$ cat src/rtl/act_fetch_resp.sv
// Activation fetch responder: turns fetch-request pulses into SRAM ring-buffer reads and returns
// one registered word per request as a GetAct pulse. Reads never overtake the DMA writer, and the
// layer finishes with FnhLay once the configured number of words has been returned.
module act_fetch_resp #(
  parameter int unsigned ACT_WIDTH  = 64,
  parameter int unsigned ADDR_WIDTH = 10,
  parameter int unsigned TOT_WIDTH  = 20,
  parameter int unsigned PEND_MAX   = 4
) (
  input  logic                  clk,
  input  logic                  rst_n,
  input  logic                  TOP_Sta,
  input  logic [ADDR_WIDTH-1:0] CFG_BaseAddr,
  input  logic [ADDR_WIDTH-1:0] CFG_BufWord,
  input  logic [TOT_WIDTH-1:0]  CFG_TotWord,
  input  logic                  PlsFetch,
  output logic                  GetAct,
  output logic [ACT_WIDTH-1:0]  ActData,
  output logic                  SRAM_RdEn,
  output logic [ADDR_WIDTH-1:0] SRAM_RdAddr,
  input  logic [ACT_WIDTH-1:0]  SRAM_RdData,
  input  logic                  DMA_WrWord,
  output logic                  Busy,
  output logic                  FnhLay,
  output logic                  Err_Ovf
);

  localparam int unsigned PendW  = $clog2(PEND_MAX + 1);
  localparam int unsigned AvailW = ADDR_WIDTH + 1;

  typedef enum logic [1:0] {StIdle, StRun, StDrain} state_e;

  state_e                state_q, state_d;
  logic [ADDR_WIDTH-1:0] rd_ptr_q, rd_ptr_d;
  logic [PendW-1:0]      pend_cnt_q, pend_cnt_d;
  logic [AvailW-1:0]     avail_cnt_q, avail_cnt_d;
  logic [TOT_WIDTH-1:0]  iss_cnt_q, iss_cnt_d;
  logic                  err_ovf_q, err_ovf_d;

  // Two-stage return pipe: read-enable stage, then registered data stage.
  logic                  rd_vld_q, rd_last_q;
  logic                  get_act_q, get_last_q;
  logic [ACT_WIDTH-1:0]  act_data_q;

  logic                  issue, issue_last, fetch_cnt, pend_full, avail_full, last_ret;
  logic [ADDR_WIDTH-1:0] ring_end;
  logic [AvailW-1:0]     ring_size;

  assign issue      = (state_q == StRun) && (pend_cnt_q != '0) && (avail_cnt_q != '0);
  assign issue_last = issue && (iss_cnt_q == CFG_TotWord);
  // Requests only count while reads can still be issued; DRAIN and IDLE drop them.
  assign fetch_cnt  = PlsFetch && (state_q == StRun);
  assign ring_end   = CFG_BaseAddr + CFG_BufWord;
  assign ring_size  = {1'b0, CFG_BufWord} + AvailW'(1);
  assign pend_full  = (pend_cnt_q == PendW'(PEND_MAX));
  assign avail_full = (avail_cnt_q == ring_size);
  assign last_ret   = get_act_q && get_last_q;

  // State register.
  always_ff @(posedge clk or negedge rst_n) begin
    if (!rst_n) begin
      state_q <= StIdle;
    end else begin
      state_q <= state_d;
    end
  end

  // Next-state: TOP_Sta always (re)starts a layer.
  always_comb begin
    state_d = state_q;
    case (state_q)
      StIdle:  if (TOP_Sta) state_d = StRun;
      StRun: begin
        if (TOP_Sta)         state_d = StRun;
        else if (issue_last) state_d = StDrain;
      end
      StDrain: begin
        if (TOP_Sta)       state_d = StRun;
        else if (last_ret) state_d = StIdle;
      end
      default: state_d = StIdle;
    endcase
  end

  // Outputs decoded from registers only.
  always_comb begin
    SRAM_RdEn   = issue;
    SRAM_RdAddr = issue ? rd_ptr_q : '0;
    GetAct      = get_act_q;
    ActData     = act_data_q;
    Busy        = (state_q != StIdle);
    FnhLay      = last_ret;
    Err_Ovf     = err_ovf_q;
  end

  // Counter and pointer next-state; saturating counters flag overflow instead of wrapping.
  always_comb begin
    rd_ptr_d    = rd_ptr_q;
    pend_cnt_d  = pend_cnt_q;
    avail_cnt_d = avail_cnt_q;
    iss_cnt_d   = iss_cnt_q;
    err_ovf_d   = err_ovf_q;
    if (TOP_Sta) begin
      rd_ptr_d    = CFG_BaseAddr;
      pend_cnt_d  = PlsFetch ? PendW'(1) : '0;
      avail_cnt_d = '0;
      iss_cnt_d   = '0;
      err_ovf_d   = 1'b0;
    end else begin
      if (issue) begin
        rd_ptr_d  = (rd_ptr_q == ring_end) ? CFG_BaseAddr : rd_ptr_q + ADDR_WIDTH'(1);
        iss_cnt_d = iss_cnt_q + TOT_WIDTH'(1);
      end
      if (fetch_cnt && !issue) begin
        if (pend_full) err_ovf_d = 1'b1;
        else           pend_cnt_d = pend_cnt_q + PendW'(1);
      end else if (issue && !fetch_cnt) begin
        pend_cnt_d = pend_cnt_q - PendW'(1);
      end
      if (DMA_WrWord && !issue) begin
        if (avail_full) err_ovf_d = 1'b1;
        else            avail_cnt_d = avail_cnt_q + AvailW'(1);
      end else if (issue && !DMA_WrWord) begin
        avail_cnt_d = avail_cnt_q - AvailW'(1);
      end
    end
  end

  // Counter and pointer registers.
  always_ff @(posedge clk or negedge rst_n) begin
    if (!rst_n) begin
      rd_ptr_q    <= '0;
      pend_cnt_q  <= '0;
      avail_cnt_q <= '0;
      iss_cnt_q   <= '0;
      err_ovf_q   <= 1'b0;
    end else begin
      rd_ptr_q    <= rd_ptr_d;
      pend_cnt_q  <= pend_cnt_d;
      avail_cnt_q <= avail_cnt_d;
      iss_cnt_q   <= iss_cnt_d;
      err_ovf_q   <= err_ovf_d;
    end
  end

  // Return pipe; a restart kills both in-flight stages so stale words never reach GetAct.
  always_ff @(posedge clk or negedge rst_n) begin
    if (!rst_n) begin
      rd_vld_q   <= 1'b0;
      rd_last_q  <= 1'b0;
      get_act_q  <= 1'b0;
      get_last_q <= 1'b0;
      act_data_q <= '0;
    end else begin
      rd_vld_q   <= issue && !TOP_Sta;
      rd_last_q  <= issue_last;
      get_act_q  <= rd_vld_q && !TOP_Sta;
      get_last_q <= rd_last_q;
      if (rd_vld_q && !TOP_Sta) act_data_q <= SRAM_RdData;
    end
  end

endmodule

$ cat config.mk
export PLATFORM = sky130hd
export DESIGN_NAME = act_fetch_resp
export DESIGN_NICKNAME = d
export VERILOG_FILES = /design/src/rtl/act_fetch_resp.sv
export SDC_FILE = /design/constraint.sdc
export NUM_CORES = 1
export LEC_CHECK = 0
export ABC_AREA = 0
export CAP_MARGIN = 20
export CORE_MARGIN = 2
export CORE_UTILIZATION = 38
export DETAILED_ROUTE_END_ITERATION = 10
export PLACE_DENSITY = 0.7
export SETUP_SLACK_MARGIN = 0.1
export SLEW_MARGIN = 20
export SYNTH_ARGS = -nofsm -noshare
export SYNTH_HDL_FRONTEND = slang
export SYNTH_SLANG_ARGS = --single-unit
$ cat constraint.sdc
create_clock -name clk -period 4.3 [get_ports clk]
set_input_delay 0.86 -clock clk [delete_from_list [all_inputs] [get_ports clk]]
set_output_delay 0.86 -clock clk [all_outputs]
set_load 0.02 [all_outputs]
==> impl_metrics.csv, run 1 <==
group,metric,value,unit
synthesis,async_flop_share,1.00,
synthesis,yosys-top-cells-area,"dfrtp_1, mux2_2, xnor2_1",
global_routing,overflow,0,
sta,final-hold-violation-count,0,
synthesis,synthFlopType,"dfrtp_1",
cts,numClockSinks,115,
place,globalplace.congestion,0.828,
floorplan,die_x,135,um
critical_path,startpoint_type,"flip-flop",
drt,drt_iter0_drc,293,
status,status,"completed",
sta,max_slew_margin,0.413,
global_routing,grt_pass1_wl,27.3,mm
flow_run,maxCapViolations,0,
sta,hold_ws,0.345,ns
worst_hold_path,holdCritPathClass,"flip-flop to flip-flop",
synthesis,syn_avg_cell_area,10.8,um2
pwr,peakVddDrop,0.305,mV
cts,postCtsSetupRepairBufs,0,
place,place.port_buffers,187,
synthesis,ys_seq_elements,115,
cts,clock_latency,0.41,ns
final_layout,area_growth,41.3,%
synthesis,yosysWarnings,0,
critical_path,arrival,2.79,ns
global_routing,grt_max_degree,64,
final_layout,drive_above_1_share,0.157,
critical_path,slowest_delay,0.63,ns
critical_path,setup.worst_path.start,"avail_cnt_q[9]$_DFFE_PN0P_",
pwr,powerDensity,692,mW/mm2
drt,firstDrtPassIters,5,
critical_path,cp-endpoint,"SRAM_RdEn",
cts,cts_buffer_depth,2,
sta,finalSetupViolCount,0,
sta,fmax,0.274,GHz
sta,fin_skew,0.00477,ns
drt,routed_via_density,5.22,
floorplan,core_area,0.0171,mm2
cts,cts_tree,"yes",
drt,drc,0,
sta,period_needed,3.65,ns
synthesis,synth_top_area_frac,0.438,
final_layout,nets,937,
critical_path,critical_path_class,"flip-flop to output port",
final_layout,final_cell_area,0.00928,mm2
synthesis,syn-num-nets,745,
critical_path,crit_path_max_fanout,20,
critical_path,r2r-start,"avail_cnt_q[9]$_DFFE_PN0P_",
synthesis,ys_types,64,
floorplan,die_area,0.0184,mm2
floorplan,start_util,0.384,
cts,cts_root_buf,"clkbuf_16",
cts,clk_pin_slew_worst_paths,0.05,ns
critical_path,cp-end-kind,"output port",
synthesis,synth_edf_count,0,
global_routing,grt_usage,0.191,
cts,h-tree-depth,4,
synthesis,netlist.top_cell.by_area,"dfrtp_1",
sta,min_period_over_period,0.848,
pwr,power_leakage,3.82,nW
critical_path,required,3.44,ns
cts,cts_buffers,17,
final_layout,antenna_cells,0,
floorplan,rows,48,
place,dp_hpwl,12.6,mm
synthesis,ys_seq_area_frac,0.438,
sta,worst_slew_pin_slew,0.879,ns
place,place_area,0.00872,mm2
global_routing,first_global_vias,5239,
synthesis,synthCells,611,
critical_path,cp_slowest_cell,"clkdlybuf4s50_1",
critical_path,ff2ff_path_depth,13,
drt,num_vias,5420,
cts,hold_buffers,0,
sta,grt_setup_unrepaired,"false",
drt,ant_nets,0,
synthesis,netlist_area,0.00657,mm2
sta,slew_violations,0,
critical_path,rr_endpoint,"avail_cnt_q[10]$_DFFE_PN0P_",
sta,tns,0,ns
critical_path,rrSetupSlack,0.73,ns
cts,post_cts_resized,0,
drt,wl_per_cell,16.5,um
synthesis,synth_most_common_cell,"dfrtp_1",
synthesis,synth_common_cells,"dfrtp_1, mux2_2, xnor2_1",
global_routing,antenna_found_initial,0,
critical_path,crit_path_cell_trace,"nor4_1 > a31oi_1 > nand2_1 > buf_4 > inv_1 > clkdlybuf4s50_1",
drt,drt_wl_total,17.1,mm
floorplan,die_y,135,um
floorplan,ioPinCount,188,
==> power breakdown <==
| part | internal (mW) | total [mW] | switching [mW] | leakage (nW) |
|---|---|---|---|---|
| sequential | 1.50 | 1.83 | 0.328 | 1.42 |
| clock | 0.883 | 1.35 | 0.465 | 0.279 |
| combinational | 1.67 | 3.24 | 1.57 | 2.12 |
==> layout by cell type (no fill, tap or decap), drive strengths merged, types with 9 or more instances in the layout <==
cell type / Yosys / layout
clkdlybuf4s50: 0 / 185
dfrtp: 115 / 115
mux2: 77 / 77
or3: 12 / 12
a211oi: 9 / 9
nand3: 23 / 23
nand4: 13 / 13
ha: 22 / 22
nor2: 39 / 39
xor2: 23 / 23
inv: 16 / 16
o21ai: 18 / 18
a21oi: 29 / 29
nand2: 19 / 19
nor3: 16 / 16
clkbuf: 18 / 23
xnor2: 46 / 46
buf: 6 / 12
and3: 23 / 23
==> registers in the layout, summed over array words and instances, names as in the netlist, 2 cells and up <==
signal and flops:
state_q 2, avail_cnt_q 11, pend_cnt_q 3, rd_ptr_q 10, iss_cnt_q 20, ActData 64
==> how the worst min path moves through the flow <==
| stage | start | endpoint | cells past startpoint | slack (ns) |
|---|---|---|---|---|
| 2_1_floorplan | rd_last_q$_DFF_PN0_ | get_last_q$_DFF_PN0_ | 0 | 0.33 |
| 3_3_place_gp | rd_last_q$_DFF_PN0_ | get_last_q$_DFF_PN0_ | 0 | 0.33 |
| 3_5_place_dp | rd_last_q$_DFF_PN0_ | get_last_q$_DFF_PN0_ | 0 | 0.34 |
| 4_1_cts | rd_last_q$_DFF_PN0_ | get_last_q$_DFF_PN0_ | 0 | 0.35 |
| 5_1_grt | rd_last_q$_DFF_PN0_ | get_last_q$_DFF_PN0_ | 0 | 0.37 |
| 6_report | rd_last_q$_DFF_PN0_ | get_last_q$_DFF_PN0_ | 0 | 0.34 |
==> critical path: cells and delay by family, from the launching register on <==
kind | cells | cell delay, ns
simple gates | 2 | 0.57
flops | 1 | 0.46
compound gates | 1 | 0.18
buf+inv | 3 | 1.16
==> cell type report <==
cell class                 count  area, um2
clock inverter                 6       80.1
tap                          225        282
timing repair buffer         197       1960
fill                        1533       7840
inverter                      16       60.1
sequential                   115       2880
multi-input combinational    456       3540
clock buffer                  23        478
==> stage by stage <==
stage | std cells | power [mW] | utilization | worst slack (ns)
global placement | 1009 | 5.06 | 0.510 | 0.310
finish | 1038 | 6.42 | 0.542 | 0.655
CTS | 1038 | 6.48 | 0.542 | 0.635
global route | 1038 | 6.86 | 0.542 | 0.449
floorplan | 611 | 3.79 | - | 1.05
detailed placement | 1009 | 5.10 | 0.510 | 0.281
==> cells by family after synthesis <==
kind of cell / count (synthesis) / share of synthesized area
fa+ha+maj: 25 / 0.0510
mux: 82 / 0.142
xor+xnor: 70 / 0.0954
buf+inv: 40 / 0.0242
simple gates: 187 / 0.158
flops: 115 / 0.438
compound gates: 92 / 0.0912
==> routing by layer <==
| layer | part of all wire | vias up | track usage |
|---|---|---|---|
| met1 | 0.44 | 2627 | 0.250 |
| met2 | 0.49 | 166 | 0.311 |
| met3 | 0.052 | 22 | 0.0415 |
| met5 | 0 | - | 0 |
| met4 | 0.020 | 0 | 0.0758 |
| li1 | - | 2605 | - |
No activity file was read; power rests on OpenSTA's default activity.
==> inputs of run 2 (changes only) <==
- PLACE_DENSITY: 0.7 -> 0.73
- clock period: 4.3 -> 3.28 ns (I/O delays scaled with it)
==> impl_metrics.csv, run 2 (synthesized netlist as in run 1, its figures left out) <==
group,metric,value,unit
drt,num_vias,5640,
cts,h-tree-depth,4,
cts,cts_tree,"yes",
critical_path,startpoint_type,"input pin",
floorplan,core_area,0.0171,mm2
place,place.port_buffers,187,
final_layout,fill_cells,1458,
flow_run,maxCapViolations,0,
sta,period_needed,3.08,ns
final_layout,utilization,0.592,
sta,hold_ws,0.192,ns
final_layout,antenna_cells,0,
sta,grt_setup_unrepaired,"false",
critical_path,crit_path_max_fanout,6,
cts,numClockSinks,115,
sta,worst_slew_pin_slew,0.618,ns
final_layout,final_cell_mix,"clkdlybuf4s50_1, dfrtp_1, buf_4",
floorplan,die_y,135,um
pwr,power_leakage,4.26,nW
sta,fin_skew,0.0116,ns
drt,routed_via_density,5.06,
global_routing,first_global_vias,5592,
final_layout,area_growth,54.2,%
floorplan,start_util,0.384,
final_layout,fin_cells,1114,
sta,max_slew_margin,0.587,
final_layout,final_common_cell,"clkdlybuf4s50_1",
place,globalplace.congestion,0.830,
global_routing,grt_pass1_wl,27.7,mm
final_layout,drive_above_1_share,0.260,
sta,slew_violations,0,
pwr,peakVddDrop,0.529,mV
critical_path,rrSetupSlack,0.24,ns
cts,cts_buffer_depth,2,
worst_hold_path,holdCritPathClass,"input pin to async pin",
cts,clk_pin_slew_worst_paths,0.05,ns
global_routing,antenna_found_initial,0,
pwr,p_total,9.40,mW
sta,min_period_over_period,0.938,
floorplan,rows,48,
place,dp_hpwl,13.2,mm
cts,cts_buffers,17,
status,status,"completed",
global_routing,overflow,0,
global_routing,grt_max_degree,66,
floorplan,ioPinCount,188,
place,placed_cells,1073,
critical_path,cp-end-kind,"flip-flop",
cts,clock_latency,0.41,ns
final_layout,nets,1010,
floorplan,die_x,135,um
cts,cts_root_buf,"clkbuf_16",
global_routing,grt_usage,0.194,
sta,finalSetupViolCount,0,
sta,fmax,0.325,GHz
critical_path,critical_path_class,"input pin to flip-flop",
final_layout,largest_reg_flops,64,
drt,drt_wl_total,17.8,mm
floorplan,die_area,0.0184,mm2
drt,wl_per_cell,16.0,um
drt,drt_iter0_drc,270,
cts,hold_buffers,0,
drt,drc,0,
pwr,powerDensity,928,mW/mm2
drt,firstDrtPassIters,5,
sta,final-hold-violation-count,0,
critical_path,arrival,3.43,ns
drt,ant_nets,0,
critical_path,required,3.63,ns
-- run 2: cell type report --
cell class	count	area, um2	share of cell area
clock buffer	19	443	0.0437
clock inverter	13	230	0.0227
inverter	16	62.6	0.00618
multi-input combinational	456	3720	0.367
sequential	115	2880	0.284
tap	225	282	0.0278
timing repair buffer	270	2520	0.249
-- run 2: where the power goes --
part / switching, mW / total [mW] / internal, mW / leakage [nW]
sequential: 0.382 / 2.35 / 1.97 / 1.42
clock: 0.656 / 2.10 / 1.44 / 0.320
combinational: 2.31 / 4.95 / 2.64 / 2.53
-- run 2: what timing repair did --
| item | CTS | global route |
|---|---|---|
| pin swaps | 7 | 11 |
| endpoints found under the setup margin | 5 | 13 |
| cloned | 0 | 0 |
| gates resized for setup | 14 | 19 |
| setup buffers | 3 | 6 |
-- run 2: metal layers --
layer,GRT usage,part of all wire
met3,0.0408,0.044
met4,0.0816,0.021
met5,0,0
met1,0.245,0.43
met2,0.323,0.50
-- run 2: worst max-delay path, cell delays in order --
cell and delay (ns):
clkdlybuf4s50_1 0.52, ha_4 0.16, fa_2 0.22, a211oi_2 0.07, buf_4 0.14, or3_1 0.36
a22o_1 0.21, nor4_4 0.23, and4bb_4 0.31, buf_4 0.16, mux2i_1 0.19, o221a_2 0.18
-- run 2: stage by stage --
stage	instance area [um2]	setup TNS (ns)	setup slack (ns)
final	10100	0	0.204
after global routing	10100	0	0.0960
after CTS	9970	0	0.0975
after detailed placement	9200	-3.99	-0.380
after global placement	9200	-2.89	-0.278
after floorplan	6570	0	0.118
-- run 2: final timing paths --
path	depth (start not counted)	startpoint	end
setup / recovery	12	CFG_BaseAddr[0]	rd_ptr_q[4]$_DFFE_PN0P_
hold / removal	1	rst_n	rd_ptr_q[5]$_DFFE_PN0P_
setup reg to reg	14	avail_cnt_q[3]$_DFFE_PN0P_	avail_cnt_q[10]$_DFFE_PN0P_
hold reg to reg	0	rd_last_q$_DFF_PN0_	get_last_q$_DFF_PN0_
max in group asynchronous	2	rst_n	ActData[54]$_DFFE_PN0P_
min in group clk	0	rd_last_q$_DFF_PN0_	get_last_q$_DFF_PN0_
